[src/rtl/rv32i_types.sv]
// Shared RV32I decode types: opcodes, ALU/compare ops, mux selects and the
// per-stage control word carried down the pipeline.
package rv32i_types;

    typedef enum logic [6:0] {
        op_lui   = 7'b0110111,
        op_auipc = 7'b0010111,
        op_jal   = 7'b1101111,
        op_jalr  = 7'b1100111,
        op_br    = 7'b1100011,
        op_load  = 7'b0000011,
        op_store = 7'b0100011,
        op_imm   = 7'b0010011,
        op_reg   = 7'b0110011
    } rv32i_opcode;

    typedef enum logic [2:0] {
        beq  = 3'b000,
        bne  = 3'b001,
        blt  = 3'b100,
        bge  = 3'b101,
        bltu = 3'b110,
        bgeu = 3'b111
    } branch_funct3_t;

    typedef enum logic [2:0] {
        alu_add = 3'b000,
        alu_sll = 3'b001,
        alu_sra = 3'b010,
        alu_sub = 3'b011,
        alu_xor = 3'b100,
        alu_srl = 3'b101,
        alu_or  = 3'b110,
        alu_and = 3'b111
    } alu_ops;

    localparam logic       ALU1_RS1     = 1'b0;
    localparam logic       ALU1_PC      = 1'b1;
    localparam logic [2:0] ALU2_I_IMM   = 3'b000;
    localparam logic [2:0] ALU2_U_IMM   = 3'b001;
    localparam logic [2:0] ALU2_UPPER   = 3'b010;
    localparam logic [2:0] ALU2_S_IMM   = 3'b011;
    localparam logic [2:0] ALU2_B_IMM   = 3'b100;
    localparam logic [2:0] ALU2_J_IMM   = 3'b101;
    localparam logic [2:0] ALU2_RS2     = 3'b110;
    localparam logic       CMP_RS2      = 1'b0;
    localparam logic       CMP_I_IMM    = 1'b1;
    localparam logic [2:0] WB_ALU       = 3'b000;
    localparam logic [2:0] WB_BR_EN     = 3'b001;
    localparam logic [2:0] WB_MEM       = 3'b010;
    localparam logic [2:0] WB_PC4       = 3'b011;

    typedef struct packed {
        logic [6:0]     opcode;
        alu_ops         aluop;
        branch_funct3_t cmpop;
        logic           alumux1_sel;
        logic [2:0]     alumux2_sel;
        logic           cmpmux_sel;
        logic [2:0]     wbmux_sel;
        logic           load_regfile;
        logic           dmem_read;
        logic           dmem_write;
        logic           m_op;
        logic           illegal;
        logic [4:0]     rd;
        logic [4:0]     rs1;
        logic [4:0]     rs2;
    } rv32i_control_word;

    function automatic logic reads_rs1(input logic [6:0] op);
        return op inside {op_jalr, op_br, op_load, op_store, op_imm, op_reg};
    endfunction

    function automatic logic reads_rs2(input logic [6:0] op);
        return op inside {op_reg, op_br, op_store};
    endfunction

endpackage

[src/rtl/ctw_decode.sv]
// Combinational RV32I(M) decode of one instruction into a control word.
module ctw_decode
    import rv32i_types::*;
#(
    parameter bit ENABLE_M = 1'b0
) (
    input  logic [6:0]        opcode,
    input  logic [2:0]        funct3,
    input  logic [6:0]        funct7,
    input  logic [4:0]        rd,
    input  logic [4:0]        rs1,
    input  logic [4:0]        rs2,
    output rv32i_control_word ctw
);

    logic is_slt;
    assign is_slt = (funct3 == 3'b010) || (funct3 == 3'b011);

    always_comb begin
        ctw       = '0;
        ctw.opcode = opcode;
        ctw.aluop  = alu_ops'(funct3);
        ctw.cmpop  = branch_funct3_t'(funct3);
        ctw.rd     = rd;
        ctw.rs1    = rs1;
        ctw.rs2    = rs2;
        case (opcode)
            op_lui: begin
                ctw.load_regfile = 1'b1;
                ctw.alumux1_sel  = ALU1_PC;
                ctw.alumux2_sel  = ALU2_UPPER;
            end
            op_auipc: begin
                ctw.aluop        = alu_add;
                ctw.load_regfile = 1'b1;
                ctw.alumux1_sel  = ALU1_PC;
                ctw.alumux2_sel  = ALU2_U_IMM;
            end
            op_jal: begin
                ctw.aluop        = alu_add;
                ctw.load_regfile = 1'b1;
                ctw.wbmux_sel    = WB_PC4;
                ctw.alumux1_sel  = ALU1_PC;
                ctw.alumux2_sel  = ALU2_J_IMM;
            end
            op_jalr: begin
                ctw.aluop        = alu_add;
                ctw.load_regfile = 1'b1;
                ctw.wbmux_sel    = WB_PC4;
            end
            op_br: begin
                // target = pc + b_imm; the condition uses cmpop = funct3 vs rs2
                ctw.aluop       = alu_add;
                ctw.alumux1_sel = ALU1_PC;
                ctw.alumux2_sel = ALU2_B_IMM;
                ctw.cmpmux_sel  = CMP_RS2;
            end
            op_load: begin
                ctw.aluop        = alu_add;
                ctw.dmem_read    = 1'b1;
                ctw.load_regfile = 1'b1;
                ctw.wbmux_sel    = WB_MEM;
            end
            op_store: begin
                ctw.aluop       = alu_add;
                ctw.dmem_write  = 1'b1;
                ctw.alumux2_sel = ALU2_S_IMM;
            end
            op_imm: begin
                ctw.load_regfile = 1'b1;
                if (funct3 == 3'b101 && funct7[5]) ctw.aluop = alu_sra;
                if (is_slt) begin
                    ctw.cmpop      = funct3[0] ? bltu : blt;
                    ctw.cmpmux_sel = CMP_I_IMM;
                    ctw.wbmux_sel  = WB_BR_EN;
                end
            end
            op_reg: begin
                if (funct7 == 7'b0000001) begin
                    if (ENABLE_M) begin
                        ctw.load_regfile = 1'b1;
                        ctw.m_op         = 1'b1;
                        ctw.alumux2_sel  = ALU2_RS2;
                    end else begin
                        ctw.illegal = 1'b1;
                    end
                end else begin
                    ctw.load_regfile = 1'b1;
                    ctw.alumux2_sel  = ALU2_RS2;
                    if (funct3 == 3'b000 && funct7[5]) ctw.aluop = alu_sub;
                    if (funct3 == 3'b101 && funct7[5]) ctw.aluop = alu_sra;
                    if (is_slt) begin
                        ctw.cmpop     = funct3[0] ? bltu : blt;
                        ctw.wbmux_sel = WB_BR_EN;
                    end
                end
            end
            default: ctw.illegal = 1'b1;
        endcase
    end

endmodule

[src/rtl/ctw_pipeline.sv]
// Control-word pipeline after decode: stall/flush/load-use handling and a
// saturating count of accepted illegal instructions.
module ctw_pipeline
    import rv32i_types::*;
#(
    parameter int NUM_STAGES  = 3,
    parameter int FLUSH_DEPTH = 1,
    parameter bit ENABLE_M    = 1'b0,
    parameter int ICNT_W      = 16
) (
    input  logic                               clk,
    input  logic                               rst,
    input  logic [6:0]                         opcode,
    input  logic [2:0]                         funct3,
    input  logic [6:0]                         funct7,
    input  logic [4:0]                         rd,
    input  logic [4:0]                         rs1,
    input  logic [4:0]                         rs2,
    input  logic                               in_valid,
    output logic                               in_ready,
    input  logic                               stall,
    input  logic                               flush,
    output rv32i_control_word [NUM_STAGES-1:0] stage_ctw,
    output logic [NUM_STAGES-1:0]              stage_valid,
    output logic                               load_use,
    output logic [ICNT_W-1:0]                  illegal_cnt
);

    rv32i_control_word dec;
    rv32i_control_word in_ctw;
    logic              accept;
    logic              hit_rs1;
    logic              hit_rs2;

    logic [NUM_STAGES-1:0]              adv_valid;
    rv32i_control_word [NUM_STAGES-1:0] adv_ctw;

    ctw_decode #(.ENABLE_M(ENABLE_M)) u_decode (
        .opcode (opcode),
        .funct3 (funct3),
        .funct7 (funct7),
        .rd     (rd),
        .rs1    (rs1),
        .rs2    (rs2),
        .ctw    (dec)
    );

    // An illegal instruction reads nothing, so it never waits on a load.
    assign hit_rs1  = reads_rs1(opcode) && (rs1 == stage_ctw[0].rd);
    assign hit_rs2  = reads_rs2(opcode) && (rs2 == stage_ctw[0].rd);
    assign load_use = in_valid && stage_valid[0] && stage_ctw[0].dmem_read &&
                      (stage_ctw[0].rd != 5'd0) && !dec.illegal && (hit_rs1 || hit_rs2);

    assign in_ready = !stall && !load_use;
    assign accept   = in_valid && in_ready && !flush;
    assign in_ctw   = accept ? dec : rv32i_control_word'('0);

    assign adv_valid = {stage_valid[NUM_STAGES-2:0], accept};
    assign adv_ctw   = {stage_ctw[NUM_STAGES-2:0], in_ctw};

    always_ff @(posedge clk) begin
        if (rst) begin
            stage_valid <= '0;
            stage_ctw   <= '0;
            illegal_cnt <= '0;
        end else begin
            for (int k = 0; k < NUM_STAGES; k++) begin
                if (flush && k < FLUSH_DEPTH) begin
                    stage_valid[k] <= 1'b0;
                    stage_ctw[k]   <= '0;
                end else if (!stall) begin
                    stage_valid[k] <= adv_valid[k];
                    stage_ctw[k]   <= adv_ctw[k];
                end
            end
            if (accept && dec.illegal && illegal_cnt != '1)
                illegal_cnt <= illegal_cnt + ICNT_W'(1);
        end
    end

endmodule

[config.mk]
export PLATFORM = sky130hd
export DESIGN_NAME = ctw_pipeline
export DESIGN_NICKNAME = d
export VERILOG_FILES = /design/src/rtl/rv32i_types.sv /design/src/rtl/ctw_decode.sv /design/src/rtl/ctw_pipeline.sv
export SDC_FILE = /design/constraint.sdc
export NUM_CORES = 1
export LEC_CHECK = 0
export BUFFER_PORTS_ARGS = -buffer_cell sky130_fd_sc_hd__buf_2
export CAP_MARGIN = 20
export CORE_MARGIN = 10
export CORE_UTILIZATION = 50
export DETAILED_ROUTE_END_ITERATION = 7
export PLACE_DENSITY = 0.79
export SETUP_SLACK_MARGIN = 0.5
export SKIP_LAST_GASP = 1
export SLEW_MARGIN = 40
export SYNTH_ARGS = -nofsm -noshare
export SYNTH_HDL_FRONTEND = slang
export SYNTH_SLANG_ARGS = --single-unit
[constraint.sdc]
create_clock -name clk -period 3.2 [get_ports clk]
set_clock_uncertainty 0.05 [all_clocks]
set_input_delay 0.96 -clock clk [delete_from_list [all_inputs] [get_ports clk]]
set_output_delay 0.96 -clock clk [all_outputs]
set_load 0.02 [all_outputs]
; Word level (Yosys, flattened, before mapping)
; Index checks and enable logic that the tools add are counted.
[classes]
n_reduce_logical = 30
muxes = 22
eq_ne = 16
add_sub_neg = 1
[ops]
columns = op, count
row1 = 2-to-1 mux 41 bit, 1
row2 = == test 7 x 6 -> 1 bit (second input constant), 3
row3 = == test 7 bit (second input constant), 3
row4 = one-hot mux 3 bit (6 select lines), 1
row5 = adder 16 x 1 -> 16 bit (second input constant), 1
row6 = != test 16 bit (second input constant), 1
row7 = 2-to-1 mux 3 bit, 5
row8 = == test 7 x 5 -> 1 bit (second input constant), 2
row9 = logical AND 1 bit, 14
row10 = one-hot mux 3 bit (4 select lines), 1
row11 = OR reduction 6 bit, 2
row12 = == test 5 bit, 2
row13 = one-hot mux 3 bit (3 select lines), 1
row14 = 2-to-1 mux 4 bit, 2
row15 = OR reduction 8 bit, 1
row16 = == test 7 x 1 -> 1 bit (second input constant), 1
row17 = == test 7 x 2 -> 1 bit (second input constant), 1
row18 = == test 3 x 2 -> 1 bit (second input constant), 2
row19 = 2-to-1 mux 1 bit, 6
row20 = 2-to-1 mux 6 bit, 1
row21 = one-hot mux 3 bit (2 select lines), 1
row22 = nonzero test 6 bit, 1
row23 = nonzero test 5 bit, 1
row24 = logical NOT 1 bit, 4
row25 = other kinds (8), 11
[totals]
wordCells = 117
output_inout_bits = 144
reg_bits = 142

; Depth between registers and ports, before layout
[depth]
ltp_word = 12
depth_mapped = 10

; Hierarchy
; From an unflattened synthesis, not the netlist that was laid out.
[unflattened]
cells_unflattened = 580
hier_area_um2 = 5888.1
[modules_own_cells]
columns = mod, instances, cells_each, seq_area_each_um2, area_per_inst_um2
row1 = ctw_pipeline, 1, 482, 2842.7, 5192.5
row2 = ctw_decode, 1, 98, 0.0, 695.7

; Least setup slack after synthesis
; OpenSTA, ideal clock, no wires.
[synth_path]
path_kind = input to output
startpoint = input opcode[3]
endpoint = output in_ready
arrival_time_ns = 2.270
path_slack_ns = -0.080
cell_stages = 6
path_buffers = 1
cell_sequence = buf_2 > or2_2 > nor4_1 > nand4b_1 > a21oi_2 > nor2_1
[synth_between]
elab_chain_cells = 8
word_cells_on_any_way = 21
[synth_rtl]
columns = item, line_no
row1 = from (decl), ctw_pipeline.sv:13  ; input logic [6:0] opcode,
row2 = == test 7 bit (tied with other cells), "rv32i_types.sv:72, ctw_decode.sv:27"
row3 = OR reduction 8 bit (no line), n/a
row4 = one-hot mux 1 bit (2 select lines), ctw_decode.sv:27  ; case (opcode)
row5 = logical NOT 1 bit, ctw_pipeline.sv:52  ; (stage_ctw[0].rd != 5'd0) && !dec.illegal && (hit_rs1 || hit_rs2);
row6 = logical AND 1 bit, ctw_pipeline.sv:52
row7 = logical AND 1 bit (*), ctw_pipeline.sv:52
row8 = net load_use, ctw_pipeline.sv:25  ; output logic load_use,
row9 = logical NOT 1 bit (*), ctw_pipeline.sv:54  ; assign in_ready = !stall && !load_use;
row10 = logical AND 1 bit (*), ctw_pipeline.sv:54
row11 = to (decl), ctw_pipeline.sv:20  ; output logic in_ready,
; The timed path passes the listed nets; every way through them passes the cells marked *.

; Worst setup path after layout
[layout_path]
startpoint = input opcode[1]
endpoint = output in_ready
[layout_between]
elab_chain_cells = 8
word_cells_on_any_way = 21
[layout_rtl]
columns = item, line_no
row1 = == test 7 bit (tied with other cells), "rv32i_types.sv:72, ctw_decode.sv:27"
row2 = OR reduction 8 bit (no line), n/a
row3 = one-hot mux 1 bit (2 select lines), ctw_decode.sv:27
row4 = logical NOT 1 bit, ctw_pipeline.sv:52
row5 = logical AND 1 bit, ctw_pipeline.sv:52
row6 = logical AND 1 bit (*), ctw_pipeline.sv:52
row7 = logical NOT 1 bit (*), ctw_pipeline.sv:54
row8 = logical AND 1 bit (*), ctw_pipeline.sv:54
; Every way passes the cells marked *; elsewhere a longest branch is shown, timed or not.

==> out/qor.yml <==
yosys:
  netlist_instances: 549
  postSynthAreaPerCell_um2: 9.82
  post-synth-top-area-fraction_pct: 50.5
  synth_simple_gate_area_share_pct: 15.7
  synth_compound_gate_area_share_pct: 10.7
  yosys.cell_types.count: 44
  synth_flop_cell: "sky130_fd_sc_hd__dfxtp_1"
  biggest_area_consumer_among_synthesized_cells: "sky130_fd_sc_hd__dfxtp_1"
  synth.cell_area_um2: 5390
  main_combinational_cell_family_by_area_after_synthesis: "simple AND/OR/NAND/NOR gates"
  synth_adder_area_share_pct: 0.232
  ys_top_cells_by_area: "sky130_fd_sc_hd__dfxtp_1, sky130_fd_sc_hd__mux2i_1, sky130_fd_sc_hd__nor2_1, sky130_fd_sc_hd__a22o_1, sky130_fd_sc_hd__xor2_1"
  portion_of_the_post_synthesis_area_used_by_sequential_elements_pct: 50.5
  synth-edff-count: 0
  post_synth_xor_area_fraction_pct: 3.73
  yosys_register_bits: 136
  proportion_of_synthesized_area_in_mux_cells_pct: 15.0
  postSynth.asyncResetShare_pct: 0
  synth.yosys.warnings: 0
clock_tree:
  tritoncts_num_sinks: 136
  tritoncts.num_buffers: 17
  cts_tree: "done"
  clock_latency_late_sink_ns: 0.52
  root_buffer: "sky130_fd_sc_hd__clkbuf_8"
  cts_h_tree_lvls: 4
  cts.clk_slew.worst_paths_ns: 0.06
  clockBufferDepth: 2
grt:
  gr-usage-all-layers_pct: 20.0
  grt.overflow.total: 0
  vias_in_the_first_global_route: 4620
  global_route_wire_length_before_repair_um: 24200
  grt_max_degree: 61
  grt_antenna_before_repair: 0
worst_hold_path:
  worst_hold_path.num_cells: 2
  worst_hold_path_type: "flop to flop"
  source_of_the_worst_hold_timing_path: "stage_ctw[119]"
  timing.hold.worst_endpoint: "stage_ctw[119]"
floorplanning:
  die-area_um2: 15300
  initial_utilization_pct: 51.8
  core-area_um2: 10400
  chipHeight_um: 124
  design.portCount: 181
  fp-row-count: 37
  die_x_um: 124
final_layout:
  non_filler_instances: 879
  finalNetCount: 768
  utilization_pct: 69.0
  area_growth_syn_to_layout_pct: 33.3
  final_design_area_no_fill_um2: 7190
  n_antenna_cell: 0
  nFillCells: 810
  fraction_of_layout_cells_with_a_size_suffix_above_1_pct: 33.1
sta:
  headroom_to_the_max_slew_limit_pct: 45.0
  sum_neg_setup_slack_ns: 0
  hold-worst-slack_ns: 0.439
  worst_pin_slew_ns: 0.826
  max_clock_freq_mhz: 318
  final.period_utilization_pct: 98.3
  rsz_0062_raised_after_global_routing: "true"
  slew_violations: 0
  setup_viol: 0
  min_period_ns: 3.15
  timing.final.ws_setup_ns: 0.0543
  hold_violations: 0
drt:
  wirelength_um: 15500
  route.detailed.drc: 0
  detailedRoute.firstIterationViolations: 415
  drt_pass1_iterations: 4
  detail-route-antenna-nets: 0
  via_count: 4719
  route.detailed.vias_per_inst: 5.37
  wl_per_cell_um: 17.7
worst_setup_path:
  critical_path_arrival_ns: 2.14
  worstSetupPathType: "input pin to primary output"
  critical_path.reg2reg.endpoint: "stage_ctw[29]"
  worst_r2r_path_depth: 8
  timing.critical_path.to_type: "primary output"
  cp_max_fo: 3
  worst_setup_path_start_kind: "input pin"
  cp.required_ns: 2.19
  regToRegStartpoint: "stage_ctw[11]"
  r2r_setup_slack_ns: 0.84
place:
  gp_congestion: 0.868
  numPortBuffers: 174
  preCtsSetupSlack_ns: -0.0679
  dpl.hpwl_um: 11500
  placed_cells: 845
  detailed_place.area_um2: 6460
power:
  power_mw: 3.95
  pwr-share-seq_pct: 43.3
  power.density_cell_area_nw_per_um2: 549
  pwr-share-clk_pct: 50.8
  netSwitchingFraction_pct: 22.4
  irDropWorstVdd_v: 0.000270
  internal_power_mw: 3.06
  switchingPower_mw: 0.886
  p_leak_nw: 3.50
  combinationalPowerShare_pct: 5.9
job:
  cap_viol_max_count: 0
run_status:
  status: "complete, no violations"
-- worst max-delay path, stage by stage --
cell                       delay (ns)
sky130_fd_sc_hd__buf_2           0.10
sky130_fd_sc_hd__nand2_1         0.12
sky130_fd_sc_hd__nor4_2          0.30
sky130_fd_sc_hd__nand4b_1        0.19
sky130_fd_sc_hd__a21oi_4         0.29
sky130_fd_sc_hd__nor2_4          0.05
sky130_fd_sc_hd__buf_6           0.13
-- synthesized netlist by cell type, drive strengths merged, types with 2 or more instances --
cell type  instances
nor3               6
mux2i             81
or3                4
nand4b             3
xor2              19
dfxtp            136
nor4               4
nand4              5
and2               2
and3               4
nand2             17
clkbuf            20
a32o               7
nand3b             4
buf               22
or4                2
a21oi             16
inv                5
nor3b              2
o21ai             11
o31ai              3
nor2b              4
nand2b             2
nor2             106
xnor2              4
a31oi              3
a21o               3
nand3             13
a22o              31
-- layer usage --
| layer | track usage, % | part of all wire, % | vias up | wire length, um |
|---|---|---|---|---|
| li1 | - | - | 2277 | - |
| met1 | 22.8 | 39 | 2254 | 6050 |
| met2 | 34.5 | 52 | 162 | 8060 |
| met3 | 5.75 | 7.2 | 26 | 1120 |
| met4 | 7.86 | 1.8 | 0 | 281 |
| met5 | 0 | 0 | - | 0 |
-- cell families (layout without fill, tap and decap cells) --
logic type / after synthesis / after routing
compound gates: 78 / 78
xor+xnor: 23 / 23
fa+ha+maj: 1 / 1
buf+inv: 47 / 236
flops: 136 / 136
mux: 81 / 81
other cells: 1 / 6
simple gates: 182 / 182
-- final cells by class --
cell class	count	area [um2]	share of cell area, %
Timing Repair Buffer	199	1100	15.3
Clock inverter	14	199	2.77
Clock buffer	18	418	5.81
Tap cell	136	170	2.37
Sequential cell	136	2730	37.9
Multi-Input combinational cell	371	2560	35.6
Inverter	5	18.8	0.261
-- sequential cells by signal (all words and copies together) (netlist names) --
signal	flops
stage_ctw	117
illegal_cnt	16
stage_valid	3
-- worst max path at each step --
| stage | from | end | slack (ns) | cells past startpoint |
|---|---|---|---|---|
| 6_report | opcode[1] | in_ready | 0.05 | 7 |
| 4_1_cts | rs1[3] | in_ready | 0.06 | 7 |
| 5_1_grt | rs1[3] | in_ready | -0.03 | 7 |
| 3_5_place_dp | rs1[4] | load_use | -0.07 | 6 |
| 2_1_floorplan | opcode[3] | in_ready | 0.11 | 6 |
| 3_3_place_gp | rs1[4] | load_use | -0.04 | 6 |
-- power groups by stage --
stage	registers, mW	logic (mW)	clock network, mW
floorplan	1.76	0.137	0
global placement	1.75	0.217	0
detailed placement	1.75	0.220	0
CTS	1.71	0.230	2.04
global route	1.71	0.253	2.11
finish	1.71	0.232	2.01
-- cells in the final DEF, fill, tap and decap left out, drive strengths merged, types with 5 or more instances in the layout --
| cell type | n |
|---|---|
| a21oi | 16 |
| a22o | 31 |
| a32o | 7 |
| buf | 199 |
| clkbuf | 18 |
| conb | 6 |
| dfxtp | 136 |
| inv | 7 |
| mux2i | 81 |
| nand2 | 17 |
| nand3 | 13 |
| nand4 | 5 |
| nor2 | 106 |
| nor3 | 6 |
| o21ai | 11 |
| xor2 | 19 |
-- timing repair --
| action | 4_1_cts | 5_1_grt |
|---|---|---|
| setup endpoints to repair | 2 | 4 |
| resized for setup | 19 | 1 |
| hold buffers | 0 | 0 |
| setup buffers | 2 | 0 |
| endpoints found under the hold margin | 0 | 0 |
| pin swaps | 7 | 0 |
(Power assumes the default switching activity.)
